`config.mk`:
```
export PLATFORM = sky130hd
export DESIGN_NAME = dft_memory_subsystem
export DESIGN_NICKNAME = d
export VERILOG_FILES = /design/src/rtl/dft_memory_subsystem.sv
export SDC_FILE = /design/constraint.sdc
export NUM_CORES = 1
export LEC_CHECK = 0
export ABC_CLOCK_PERIOD_IN_PS = 2000
export BUFFER_PORTS_ARGS = -buffer_cell sky130_fd_sc_hd__buf_2
export CORE_MARGIN = 2
export CORE_UTILIZATION = 51
export CTS_CLUSTER_SIZE = 8
export DETAILED_ROUTE_END_ITERATION = 7
export MAX_ROUTING_LAYER = met4
export PLACE_DENSITY = 0.84
export SLEW_MARGIN = 20
export SYNTH_ARGS = -nofsm -noshare
export SYNTH_HDL_FRONTEND = slang
export SYNTH_SLANG_ARGS = --single-unit
export TNS_END_PERCENT = 5
```
`constraint.sdc`:
```
create_clock -name clk -period 2 [get_ports clk]
set_input_delay 0 -clock clk [delete_from_list [all_inputs] [get_ports clk]]
set_output_delay 0 -clock clk [all_outputs]
set_load 0.01 [all_outputs]
```
`src/rtl/dft_memory_subsystem.sv`:
```
// dft_memory_subsystem: memory BIST, scan chain and stuck-at fault model under one clock
module dft_memory_subsystem #(
  parameter int MEM_DEPTH      = 4,
  parameter int SCAN_LEN       = 8,
  parameter int SA_BIT         = 3,
  parameter int SA_VAL         = 0,
  parameter int MEM_FAULT_EN   = 0,
  parameter int MEM_FAULT_ADDR = 2,
  parameter int MEM_FAULT_BIT  = 0
) (
  input  logic                clk,
  input  logic                reset,
  input  logic                bist_en,
  output logic                bist_done,
  output logic                bist_pass,
  output logic [7:0]          mem_out,
  input  logic                scan_en,
  input  logic                scan_in,
  output logic                scan_out,
  output logic [SCAN_LEN-1:0] q,
  input  logic [7:0]          test_vector,
  output logic                fault_detected
);
  localparam int AW = $clog2(MEM_DEPTH);
  localparam logic [AW-1:0] LAST = AW'(MEM_DEPTH - 1);
  localparam logic [7:0] FMASK = 8'(1) << MEM_FAULT_BIT;

  typedef enum logic [1:0] {IDLE, WRITE, READ, DONE} state_t;

  state_t              state_q, state_d;
  logic [AW-1:0]       addr_q, addr_d;
  logic                fail_q, fail_d;
  logic                done_q, done_d;
  logic                pass_q, pass_d;
  logic [7:0]          mem_out_q, mem_out_d;
  logic [SCAN_LEN-1:0] q_q, q_d;
  logic                fd_q, fd_d;
  logic                we;
  logic [7:0]          pat, rd, mem [MEM_DEPTH];
  logic                mism;

  assign pat            = addr_q[0] ? 8'h55 : 8'hAA;
  assign rd             = mem[addr_q] | ((MEM_FAULT_EN != 0 && addr_q == AW'(MEM_FAULT_ADDR)) ? FMASK : 8'h00);
  assign mism           = rd != pat;
  assign bist_done      = done_q;
  assign bist_pass      = pass_q;
  assign mem_out        = mem_out_q;
  assign q              = q_q;
  assign scan_out       = q_q[SCAN_LEN-1];
  assign fault_detected = fd_q;

  // BIST sequencing: march addresses writing the background, then read back and compare
  always_comb begin
    state_d   = state_q;
    addr_d    = addr_q;
    fail_d    = fail_q;
    done_d    = done_q;
    pass_d    = pass_q;
    mem_out_d = mem_out_q;
    we        = 1'b0;
    case (state_q)
      IDLE: if (bist_en) begin
        state_d = WRITE;
        addr_d  = '0;
        fail_d  = 1'b0;
        done_d  = 1'b0;
        pass_d  = 1'b0;
      end
      WRITE: if (!bist_en) state_d = IDLE;
      else begin
        we      = 1'b1;
        addr_d  = addr_q + 1'b1;
        state_d = addr_q == LAST ? READ : WRITE;
      end
      READ: if (!bist_en) state_d = IDLE;
      else begin
        mem_out_d = rd;
        fail_d    = fail_q | mism;
        addr_d    = addr_q + 1'b1;
        if (addr_q == LAST) begin
          state_d = DONE;
          done_d  = 1'b1;
          pass_d  = ~(fail_q | mism);
        end
      end
      default: if (!bist_en) state_d = IDLE;
    endcase
    q_d  = scan_en ? {q_q[SCAN_LEN-2:0], scan_in} : q_q;
    fd_d = test_vector[SA_BIT] != (SA_VAL != 0);
  end

  // State registers with asynchronous clear
  always_ff @(posedge clk or posedge reset) begin
    if (reset) begin
      state_q   <= IDLE;
      addr_q    <= '0;
      fail_q    <= 1'b0;
      done_q    <= 1'b0;
      pass_q    <= 1'b0;
      mem_out_q <= '0;
      q_q       <= '0;
      fd_q      <= 1'b0;
    end else begin
      state_q   <= state_d;
      addr_q    <= addr_d;
      fail_q    <= fail_d;
      done_q    <= done_d;
      pass_q    <= pass_d;
      mem_out_q <= mem_out_d;
      q_q       <= q_d;
      fd_q      <= fd_d;
    end
  end

  // Memory array is never cleared; only the BIST write phase updates it
  always_ff @(posedge clk) begin
    if (we) mem[addr_q] <= pat;
  end
endmodule

```
==> impl_metrics.json <==
{
  "rsz0062_at_grt": "no",
  "rows": 18,
  "fp.dieW_um": 54,
  "yosysSeqAreaShare_pct": 54.2,
  "n_fill_cell": 185,
  "ant_nets": 0,
  "clk_latency_ns": 0.33,
  "finalSetupTns_ns": 0,
  "crit_fanout": 12,
  "maxSlewViolCount": 0,
  "ys_warn_count": 0,
  "fin_crit_sh_pct": 90.1,
  "cts_root_buffer": "clkbuf_4",
  "synth-xor-area-share_pct": 0,
  "irDropWorstVdd_uv": 626,
  "powerDensity_nw_per_um2": 1230,
  "nNetsFinal": 144,
  "synth.distinct_cells": 24,
  "worstSetupEndpointType": "flip-flop",
  "relSlewSlack_pct": 54.9,
  "leakagePower_nw": 0.689,
  "syn_to_final_growth_pct": 13.2,
  "postCtsSetupBuffers": 0,
  "io-pin-count": 33,
  "die-area_um2": 2920,
  "drv_cap": 0,
  "core_area_um2": 2430,
  "htreeDepth": 1,
  "fp.dieH_um": 54,
  "yosys.area_share.adder_pct": 8.83,
  "avgSynthCellArea_um2": 13.0,
  "cp.arrival_ns": 2.04,
  "via_count": 798,
  "numPortBuffers": 25,
  "status": "finished, final reports clean",
  "grt_busiest_layer": "met2",
  "path_clk_slew_ns": 0.14,
  "n_antenna_cell": 0,
  "syn-cell-area_um2": 1270,
  "switchingPower_mw": 0.641,
  "synth_cells": 98,
  "setup_viol_count_final": 0,
  "cp.required_ns": 2.24,
  "skew_ns": 0.0115,
  "grtUsageMet1_pct": 18.8,
  "pwr-share-clk_pct": 15.1,
  "gp_congestion": 0.720,
  "cts_buffers": 3,
  "clock.fmax_mhz": 555,
  "tightestPinTransition_ns": 0.676,
  "synth-compound-area-share_pct": 8.44,
  "clk_path_buf_depth": 2,
  "wirelength_mm": 2.16,
  "p_sw_share_pct": 36.1,
  "track_usage_pct": 16.9,
  "vias_per_cell": 5.28,
  "p_seq_share_pct": 46.3,
  "drt_first_pass_iters": 4,
  "cts.repair.resized": 0,
  "wire_per_inst_um": 14.3,
  "yosys.area_share.simple_pct": 7.16,
  "worstSetupStartpointType": "flip-flop",
  "cts_hold_buf": 3,
  "p_int_mw": 1.14,
  "worst_hold_slack_ns": 0.0222,
  "grt_max_degree": 19,
  "min_period_ns": 1.80,
  "muxShareOfSynthArea_pct": 14.9,
  "grtUsageMet2_pct": 29.3,
  "antenna_found_initial": 0,
  "drt_iter0_drc": 14,
  "grt_pass1_wl_mm": 3.35,
  "multi_input_area_um2": 502,
  "hold_class": "in2reg",
  "cts_tree": "done",
  "grt_pass1_vias": 739,
  "grt_overflow": 0,
  "grt_use_met3_pct": 2.50,
  "ys_seq_elements": 26,
  "hold_viol_final": 0,
  "place_hpwl_mm": 1.55,
  "critPathKind": "reg2reg",
  "regArea_um2": 691,
  "drcViolationCount": 0,
  "final_layout_size_suffix_gt1_share_pct": 38.0,
  "start_util_pct": 52.4,
  "numClockSinks": 26,
  "synth_nets": 120,
  "synth_top_family_by_area": "multiplexers",
  "comb_power_share_pct": 38.6
}
sequential cells by signal, indices dropped and copies added, names as in the netlist:
name	cells
state_q	2
bist_done	1
mem	8
bist_pass	1
addr_q	2
fail_q	1
mem_out	2
q	8
fault_detected	1
cells in the mapped netlist (all sizes together):
cell	n	share of area (%)
inv	6	1.8
mux2	12	11
nor2b	1	0.49
nor3b	1	0.98
o21ai	6	2.4
a21o	1	0.59
ha	9	8.8
buf	7	4.1
dfrtp	18	35
o311ai	1	0.69
edfxtp	8	19
o41ai	1	1.3
nor2	3	0.88
a32o	1	0.79
and3	4	2.0
mux2i	1	0.79
nand2	8	2.4
nand2b	1	0.49
a2bb2oi	1	0.69
clkbuf	2	0.59
o21a	1	0.59
mux4	2	3.5
a21oi	3	1.5
cells by family after synthesis:
group | count (synthesis)
and+or+nand+nor | 18
AOI/OAI and AO/OA | 15
DFF | 26
adders and majority gates | 9
buffers and inverters | 15
muxes | 15
worst max-delay path, cell delays in order (launching register included):
cell and delay (ns):
dfrtp_1 0.61, ha_1 0.32, nand2b_1 0.13, o311ai_0 0.12
o21ai_0 0.17, mux2_2 0.38
through the flow:
stage               power [mW]  utilization [%]  area (um2)  cells  setup slack, ns
detailed placement        1.52             56.6        1380    144            0.210
finish                    1.78             59.4        1440    151            0.199
CTS                       1.79             59.4        1440    151            0.186
floorplan                 1.36                -        1270     98            0.405
global route              1.92             59.4        1440    151           0.0527
global placement          1.46             56.6        1380    144            0.293
power groups by stage:
stage | Combinational [mW] | Sequential [mW] | Clock [mW]
final | 0.686 | 0.821 | 0.269
after global routing | 0.775 | 0.847 | 0.294
after CTS | 0.693 | 0.824 | 0.269
after detailed placement | 0.684 | 0.836 | 0
after global placement | 0.647 | 0.818 | 0
after floorplan | 0.516 | 0.840 | 0
path summary, 6_finish.rpt:
path / from / to / slack [ns] / cells past startpoint
worst max-delay path: addr_q[0] / state_q[1] / 0.20 / 5
worst min-delay path: bist_en / addr_q[0] / 0.02 / 3
worst max register to register: addr_q[0] / state_q[1] / 0.20 / 5
worst min register to register: fail_q / bist_pass / 0.53 / 1
max in group asynchronous: reset / mem_out[6] / 1.27 / 3
min in group asynchronous: reset / q[5] / 0.30 / 3
cells in the final DEF (no fill, tap or decap):
cell            n
buf_2          25
dfrtp_1        18
mux2_2         12
ha_1            9
nand2_1         8
edfxtp_1        8
inv_1           6
o21ai_0         6
and3_1          4
nor2_1          3
clkbuf_4        3
dlygate4sd3_1   3
mux4_2          2
a21oi_1         2
mux2i_1         1
nor3b_2         1
a21oi_2         1
o21a_1          1
a21o_1          1
o41ai_2         1
nor2b_1         1
nand2b_1        1
o311ai_0        1
a2bb2oi_1       1
a32o_1          1
clkbuf_8        1
metal layers:
layer | routed length, um | share of wire (%)
met5 | 0 | 0
met4 | 57 | 2.6
met3 | 63 | 2.9
met2 | 1130 | 52
met1 | 911 | 42
final cells by class:
type,count,area share [%]
clock buffer,4,2.51
inverter,6,1.56
multi-input combinational,57,34.7
sequential,26,47.8
tap,30,2.60
timing repair buffer,28,10.7
(Power assumes the default switching activity.)
